<file path="config.mk">
export PLATFORM = sky130hd
export DESIGN_NAME = imem_loader
export DESIGN_NICKNAME = d
export VERILOG_FILES = /design/src/rtl/imem_loader_pkg.sv /design/src/rtl/imem_loader.sv
export SDC_FILE = /design/constraint.sdc
export NUM_CORES = 1
export LEC_CHECK = 0
export ABC_CLOCK_PERIOD_IN_PS = 2800
export BUFFER_PORTS_ARGS = -buffer_cell sky130_fd_sc_hd__buf_2
export CAP_MARGIN = 20
export CORE_MARGIN = 3
export CORE_UTILIZATION = 58
export CTS_CLUSTER_DIAMETER = 40
export DETAILED_ROUTE_END_ITERATION = 16
export PLACE_DENSITY = 0.89
export RECOVER_POWER = 100
export SETUP_SLACK_MARGIN = 0.05
export SYNTH_ARGS = -nofsm -noshare
export SYNTH_HDL_FRONTEND = slang
export SYNTH_SLANG_ARGS = --single-unit
</file>
<file path="constraint.sdc">
create_clock -name clk -period 2.8 [get_ports clk]
set_input_delay 0 -clock clk [delete_from_list [all_inputs] [get_ports clk]]
set_output_delay 0 -clock clk [all_outputs]
set_load 0.01 [all_outputs]
</file>
<file path="src/rtl/imem_loader_pkg.sv">
// Shared definitions for the instruction-memory loader and the memory it fills.
package imem_loader_pkg;

    localparam int unsigned IMEM_BYTES = 256;
    localparam int unsigned CHK_W      = 8;
    localparam int unsigned LEN_W      = 16;

    typedef enum logic [2:0] {
        IDLE   = 3'd0,
        HDR_LO = 3'd1,
        HDR_HI = 3'd2,
        DATA   = 3'd3,
        CHK    = 3'd4,
        DONE   = 3'd5,
        ERR    = 3'd6
    } loader_state_t;

    // Modulo-2^CHK_W running sum used for the trailing frame checksum.
    function automatic logic [CHK_W-1:0] chk8_add(input logic [CHK_W-1:0] acc,
                                                  input logic [7:0]       b);
        return acc + CHK_W'(b);
    endfunction

endpackage

</file>
<file path="src/rtl/imem_loader.sv">
// Loads a framed byte stream (len, payload, checksum) into instruction memory
// and keeps the core in reset until a complete, checksum-verified image exists.
module imem_loader
    import imem_loader_pkg::*;
#(
    parameter int unsigned ADDR_W    = 8,
    parameter int unsigned MEM_BYTES = IMEM_BYTES
) (
    input  logic              clk,
    input  logic              reset,
    input  logic              start,
    input  logic [7:0]        rx_data,
    input  logic              rx_valid,
    output logic              rx_ready,
    output logic              mem_we,
    output logic [ADDR_W-1:0] mem_addr,
    output logic [7:0]        mem_wdata,
    output logic              cpu_hold,
    output logic              busy,
    output logic              done,
    output logic              error,
    output logic [ADDR_W:0]   bytes_written
);

    localparam int unsigned CNT_W = ADDR_W + 1;

    loader_state_t    state;
    logic [LEN_W-1:0] len_q;
    logic [CNT_W-1:0] count_q;
    logic [CHK_W-1:0] chk_q;
    logic [LEN_W-1:0] hdr_len;
    logic             accept;

    // Ready depends on state alone so the host can never see a valid->ready loop.
    assign rx_ready = (state == HDR_LO) || (state == HDR_HI) ||
                      (state == DATA)   || (state == CHK);
    assign accept   = rx_valid && rx_ready;
    assign hdr_len  = {rx_data, len_q[7:0]};

    always_ff @(posedge clk or posedge reset) begin
        if (reset) begin
            state         <= IDLE;
            len_q         <= '0;
            count_q       <= '0;
            chk_q         <= '0;
            mem_we        <= 1'b0;
            mem_addr      <= '0;
            mem_wdata     <= '0;
            cpu_hold      <= 1'b1;
            busy          <= 1'b0;
            done          <= 1'b0;
            error         <= 1'b0;
            bytes_written <= '0;
        end else begin
            mem_we <= 1'b0;
            if (mem_we) begin
                bytes_written <= bytes_written + CNT_W'(1);
            end
            case (state)
                IDLE, DONE, ERR: begin
                    if (start) begin
                        state         <= HDR_LO;
                        len_q         <= '0;
                        count_q       <= '0;
                        chk_q         <= '0;
                        cpu_hold      <= 1'b1;
                        busy          <= 1'b1;
                        done          <= 1'b0;
                        error         <= 1'b0;
                        bytes_written <= '0;
                    end
                end
                HDR_LO: begin
                    if (accept) begin
                        len_q[7:0] <= rx_data;
                        state      <= HDR_HI;
                    end
                end
                HDR_HI: begin
                    if (accept) begin
                        len_q[15:8] <= rx_data;
                        if (hdr_len > LEN_W'(MEM_BYTES)) begin
                            state <= ERR;
                            busy  <= 1'b0;
                            error <= 1'b1;
                        end else if (hdr_len == '0) begin
                            state <= CHK;
                        end else begin
                            state <= DATA;
                        end
                    end
                end
                DATA: begin
                    if (accept) begin
                        mem_we    <= 1'b1;
                        mem_addr  <= count_q[ADDR_W-1:0];
                        mem_wdata <= rx_data;
                        count_q   <= count_q + CNT_W'(1);
                        chk_q     <= chk8_add(chk_q, rx_data);
                        if (LEN_W'(count_q) == len_q - LEN_W'(1)) begin
                            state <= CHK;
                        end
                    end
                end
                CHK: begin
                    if (accept) begin
                        busy <= 1'b0;
                        if (rx_data == chk_q) begin
                            state    <= DONE;
                            done     <= 1'b1;
                            cpu_hold <= 1'b0;
                        end else begin
                            state <= ERR;
                            error <= 1'b1;
                        end
                    end
                end
                default: begin
                    state <= IDLE;
                end
            endcase
        end
    end

endmodule

</file>
# Yosys cells after proc, flatten, opt, wreduce, memory -nomap -nowiden
# Cells that the tools add are included.
# word_totals
input_bits	12
memories	0
mem_bits_ro	0
wordCells	97
latch_bits	0
ff_bits	66
ram_bits	0
# op_classes
n_eq_ne	17
bitwise	0
n_mul	0
n_reduce_logical	20
add_sub_neg	4
order_cmp	1
shifts	0
n_mux	42
div_mod_pow	0
# ops
cell	n
8-bit one-hot mux with 2 select lines	3
9-bit two-way mux	5
3-bit two-way mux	8
8-bit two-way mux	3
9-bit by 1-bit adder with 9-bit output (second input constant)	2
9-bit one-hot mux with 2 select lines	1
9-bit by 16-bit == test with 1-bit output	1
16-bit by 9-bit greater-than comparator with 1-bit output (second input constant)	1
16-bit logical NOT	1
16-bit two-way mux	1
16-bit by 1-bit subtractor with 16-bit output (second input constant)	1
1-bit two-way mux	15
3-bit one-hot mux with 5 select lines	1
2-bit != test (second input constant)	6
6-bit AND reduction	2
3-bit == test (second input constant)	3
3-bit AND reduction	3
8-bit adder	1
8-bit == test	1
2-bit nonzero test	4
3-bit by 2-bit == test with 1-bit output (second input constant)	2
2-bit by 1-bit != test with 1-bit output (second input constant)	3
1-bit one-hot mux with 3 select lines	2
5-bit AND reduction	1
10 further kinds	13

# Logic depth before layout (Yosys ltp)
# depth
depth_word	7
mapped_depth	8
ltp_nobuf	8

# Least setup slack after synthesis
# OpenSTA, ideal clock, no wires.
# synth_timing
path_kind	register to register
startpoint	register len_q[0]
endpoint	register state[1]
arrival_time_ns	1.823
required_time_ns	2.659
path_buffers	0
setup_time_ns	0.141
slack_ns	0.837
stages_incl_launch_ff	9
cell_sequence	dfrtp_1 -> inv_1 -> ha_1 -> nor3b_1 -> nand2_1 -> xnor2_1 -> nor4_1 -> and4_1 -> a31oi_1
# synth_between
elab_chain_cells	5
word_cells_on_any_way	10
cone_classes	1 x add/sub; 1 x order compare; 2 x eq/ne; 4 x mux; 2 x reduce/logical
# synth_rtl
element	line_no	source
start: declaration	imem_loader.sv:28	logic [LEN_W-1:0] len_q;
start signal: assignment	imem_loader.sv:75	len_q[7:0] <= rx_data;
branches (longest 5 deep; another with 16-bit by 1-bit subtractor with 16-bit output)	n/a	
end signal: assignment	imem_loader.sv:62	state <= HDR_LO;
end signal: assignment	imem_loader.sv:83	state <= ERR;
end signal: assignment	imem_loader.sv:87	state <= CHK;
end: declaration	imem_loader.sv:27	loader_state_t state;
# Several ways; the timed one is not identified. The select of a mux whose other input is x is not followed.
# A chain may end at the register's enable or synchronous reset.

# Worst setup path after layout
# layout_timing
startpoint	register state[1]
endpoint	register chk_q[6]
# layout_between
elab_chain_cells	7
word_cells_on_any_way	17
cone_classes	8 x eq/ne; 1 x mux; 8 x reduce/logical
# layout_rtl
element	line_no	source
start signal: assignment	imem_loader.sv:42	state <= IDLE;
start signal: assignment	imem_loader.sv:62	
start signal: assignment	imem_loader.sv:76	state <= HDR_HI;
3-bit by 1-bit == test with 1-bit output / 3-bit by 2-bit == test with 1-bit output (equally long branches)	imem_loader.sv:35	assign rx_ready = (state == HDR_LO) || (state == HDR_HI) ||
1-bit logical OR (2 in a row)	imem_loader.sv:35	
1-bit logical OR	imem_loader.sv:36	(state == DATA) || (state == CHK);
1-bit logical AND	imem_loader.sv:37	assign accept = rx_valid && rx_ready;
2-bit != test (no source line)	n/a	
3-bit AND reduction (no source line)	n/a	
end signal: assignment	imem_loader.sv:99	chk_q <= chk8_add(chk_q, rx_data);
end: declaration	imem_loader.sv:30	logic [CHK_W-1:0] chk_q;
# Several ways; a longest one is shown, not always the timed one.

==> flow_metrics.py <==
metrics = {
    "synthesis": {
        "syn_nets": 440,
        "ys_seq_elements": 66,
        "syn-cell-area_mm2": 0.00368,
        "synth_warnings": 0,
        "ys_seq_area_share_pct": 44.9,
        "synthArstFlopShare_pct": 100,
        "synth_edf_count": 0,
        "syn_avg_cell_area_um2": 8.84,
        "synthCells": 416,
        "synth.distinct_cells": 57,
        "ys.flop_type": "dfrtp_1",
    },
    "floorplan": {
        "rows": 28,
        "die_y_um": 85.6,
        "start_util_pct": 61.0,
        "io_pins": 43,
        "design.core.area_mm2": 0.00603,
        "die-area_mm2": 0.00733,
        "die_x_um": 85.6,
    },
    "clock_network": {
        "clockRootBuffer": "clkbuf_8",
        "post_cts_buffers": 0,
        "cts_buffers": 9,
        "cts_sinks": 66,
        "cts_resized": 0,
        "cts_buffer_depth": 2,
        "path_clk_slew_ns": 0.08,
        "cts_max_level": 3,
        "clk_latency_ns": 0.35,
        "cts_tree": "built",
        "cts_hold_buffers": 9,
    },
    "routing": {
        "first_pass_iters": 5,
        "drtIter0Drc": 293,
        "wire_per_inst_um": 16.3,
        "via_count": 3259,
        "routed_wl_um": 8930,
        "ant_nets": 0,
        "post-route-drc-count": 0,
        "via_per_inst": 5.96,
    },
    "sta": {
        "slew_viol_final": 0,
        "finalCriticalPeriod_ns": 2.46,
        "tightestPinTransition_ns": 1.31,
        "hold_viol_final": 0,
        "finalClockSkew_ns": 0.0116,
        "max_freq_ghz": 0.407,
        "final.setup.tns_ns": 0,
        "setup-violations-final": 0,
        "final.period_utilization_pct": 87.8,
        "rsz0062_at_grt": "false",
        "max-slew-margin-rel_pct": 12.7,
    },
    "setup_path": {
        "crit_fanout": 19,
        "timing.rr.end": "chk_q[6]$_DFFE_PP0P_",
        "path_cells": "nor2b_1, nor3_1, o21ai_2, clkbuf_1, nand3_1, o21ai_0",
        "cp.required_ns": 3.06,
        "ff2ff_setup_slack_ns": 0.34,
        "critical_path.endpoint_type": "flip-flop",
        "start_kind": "flip-flop",
        "critical_path_class": "reg2reg",
        "reg2reg_depth": 6,
        "max_stage_delay_ns": 0.67,
        "reg2reg_from": "state[1]$_DFFE_PP0P_",
        "arrival_ns": 2.72,
        "crit_path_top_delay_cell": "dfrtp_1",
    },
    "cells_and_area": {
        "antenna_cells": 0,
        "stdcell_area_mm2": 0.00418,
        "regArea_mm2": 0.00165,
        "nets": 491,
        "nFillCells": 469,
        "drive_gt1_share_pct": 8.05,
        "syn2layout_area_growth_pct": 13.5,
        "fin_cells": 547,
        "multiInputGateArea_mm2": 0.00186,
    },
    "pwr": {
        "powerDensity_mw_per_mm2": 1050,
        "peakVddDrop_mv": 0.611,
        "cellLeakagePower_nw": 1.98,
    },
    "hold_path": {
        "hold_path.class": "in2reg",
        "holdPathEnd": "cpu_hold$_DFFE_PP1P_",
        "hp-start": "start",
        "hold_depth": 3,
    },
    "global_route": {
        "grt_pass1_vias": 3234,
        "overflow": 0,
        "grt_use_total_pct": 26.6,
        "grt_pass1_wl_um": 15200,
        "grt_antenna_before_repair": 0,
        "grt_max_degree": 25,
    },
    "flow_run": {
        "maxCapViolCount": 0,
    },
    "place": {
        "dp.cells": 522,
        "dpl_cell_area_mm2": 0.00395,
        "place.gp.congestion": 1.02,
        "dp_hpwl_um": 6160,
        "port_buffers": 42,
    },
    "outcome": {
        "outcome": "finished clean",
    },
}
worst max-delay path by stage:
stage | depth (start not counted) | to | startpoint | slack (ns)
after global placement | 7 | count_q[8]$_DFFE_PP0P_ | state[2]$_DFFE_PP0P_ | 0.67
after global routing | 6 | chk_q[2]$_DFFE_PP0P_ | state[1]$_DFFE_PP0P_ | 0.15
after floorplan | 8 | state[1]$_DFFE_PP0P_ | len_q[0]$_DFFE_PP0P_ | 0.84
after CTS | 8 | state[1]$_DFFE_PP0P_ | len_q[0]$_DFFE_PP0P_ | 0.50
final | 6 | chk_q[6]$_DFFE_PP0P_ | state[1]$_DFFE_PP0P_ | 0.34
after detailed placement | 8 | state[1]$_DFFE_PP0P_ | len_q[0]$_DFFE_PP0P_ | 0.51
routing by layer:
| layer | GRT usage [%] | share of wire, % | up-vias |
|---|---|---|---|
| li1 | - | - | 1538 |
| met1 | 32.4 | 40 | 1552 |
| met2 | 43.3 | 50 | 134 |
| met3 | 6.15 | 6.7 | 35 |
| met4 | 15.1 | 3.3 | 0 |
| met5 | 0 | 0 | - |
final cells by class:
cell class | instances | area share, %
inverter | 18 | 1.62
clock inverter | 6 | 1.56
clock buffer | 10 | 3.30
multi-input combinational | 314 | 44.6
tap | 75 | 2.25
sequential | 66 | 39.6
timing repair buffer | 58 | 7.10
critical path: cells and delay by family (launching register included):
kind | cells | cell delay [ns]
simple gates | 3 | 0.71
flops | 1 | 0.67
buf+inv | 1 | 0.50
compound gates | 2 | 0.49
where the power goes:
part / total (W) / switching (W) / leakage [nW] / internal, W
registers: 0.00162 / 0.000371 / 0.880 / 0.00125
logic: 0.00196 / 0.00116 / 0.996 / 0.000793
clock network: 0.000823 / 0.000387 / 0.103 / 0.000437
registers in the layout, summed over array words and instances (netlist names):
name and flops:
count_q 9, chk_q 8, len_q 16, error 1, state 3, done 1, mem_addr 8, cpu_hold 1
mem_we 1, busy 1, bytes_written 9, mem_wdata 8
placed cells by master (no fill, tap or decap), types with 13 or more instances in the layout:
master | Yosys | final
nand2_1 | 84 | 84
nand3_1 | 29 | 29
dfrtp_1 | 65 | 65
nor2_1 | 29 | 29
o21ai_0 | 24 | 25
xor2_1 | 19 | 19
inv_1 | 17 | 17
a21oi_1 | 13 | 13
clkbuf_1 | 9 | 35
xnor2_1 | 15 | 15
cell usage after synthesis, drive strengths merged, types with 7 or more instances:
| cell type | instances | area (µm²) |
|---|---|---|
| clkbuf | 10 | 38.8 |
| nand4 | 7 | 43.8 |
| xnor2 | 15 | 131 |
| dfrtp | 65 | 1630 |
| ha | 11 | 138 |
| nor3 | 12 | 70.1 |
| a21oi | 13 | 65.1 |
| nand3 | 29 | 145 |
| nor2 | 29 | 109 |
| inv | 17 | 63.8 |
| o21ai | 26 | 134 |
| nand2 | 84 | 315 |
| buf | 8 | 43.8 |
| xor2 | 19 | 166 |
per-stage QoR:
step | setup WS, ns | hold WS, ns | total power, W | utilization, %
detailed placement | 0.511 | 0.0148 | 0.00359 | 65.6
global route | 0.150 | 0.105 | 0.00473 | 69.3
floorplan | 0.837 | 0.105 | 0.00306 | -
CTS | 0.502 | 0.0661 | 0.00444 | 70.5
finish | 0.342 | 0.0909 | 0.00440 | 69.3
global placement | 0.668 | 0.000964 | 0.00350 | 65.6
logic make-up after synthesis:
logic type               count (synthesis)  share of synthesized area (%)
multiplexers                             1                          0.272
flip-flops                              66                           44.9
AND/OR/NAND/NOR                        191                           25.0
adder cells (fa/ha/maj)                 12                           4.29
AO/OA/AOI/OAI                           76                           13.3
buffers and inverters                   36                           4.08
XOR/XNOR                                34                           8.10
No activity file was read; power rests on OpenSTA's default activity.
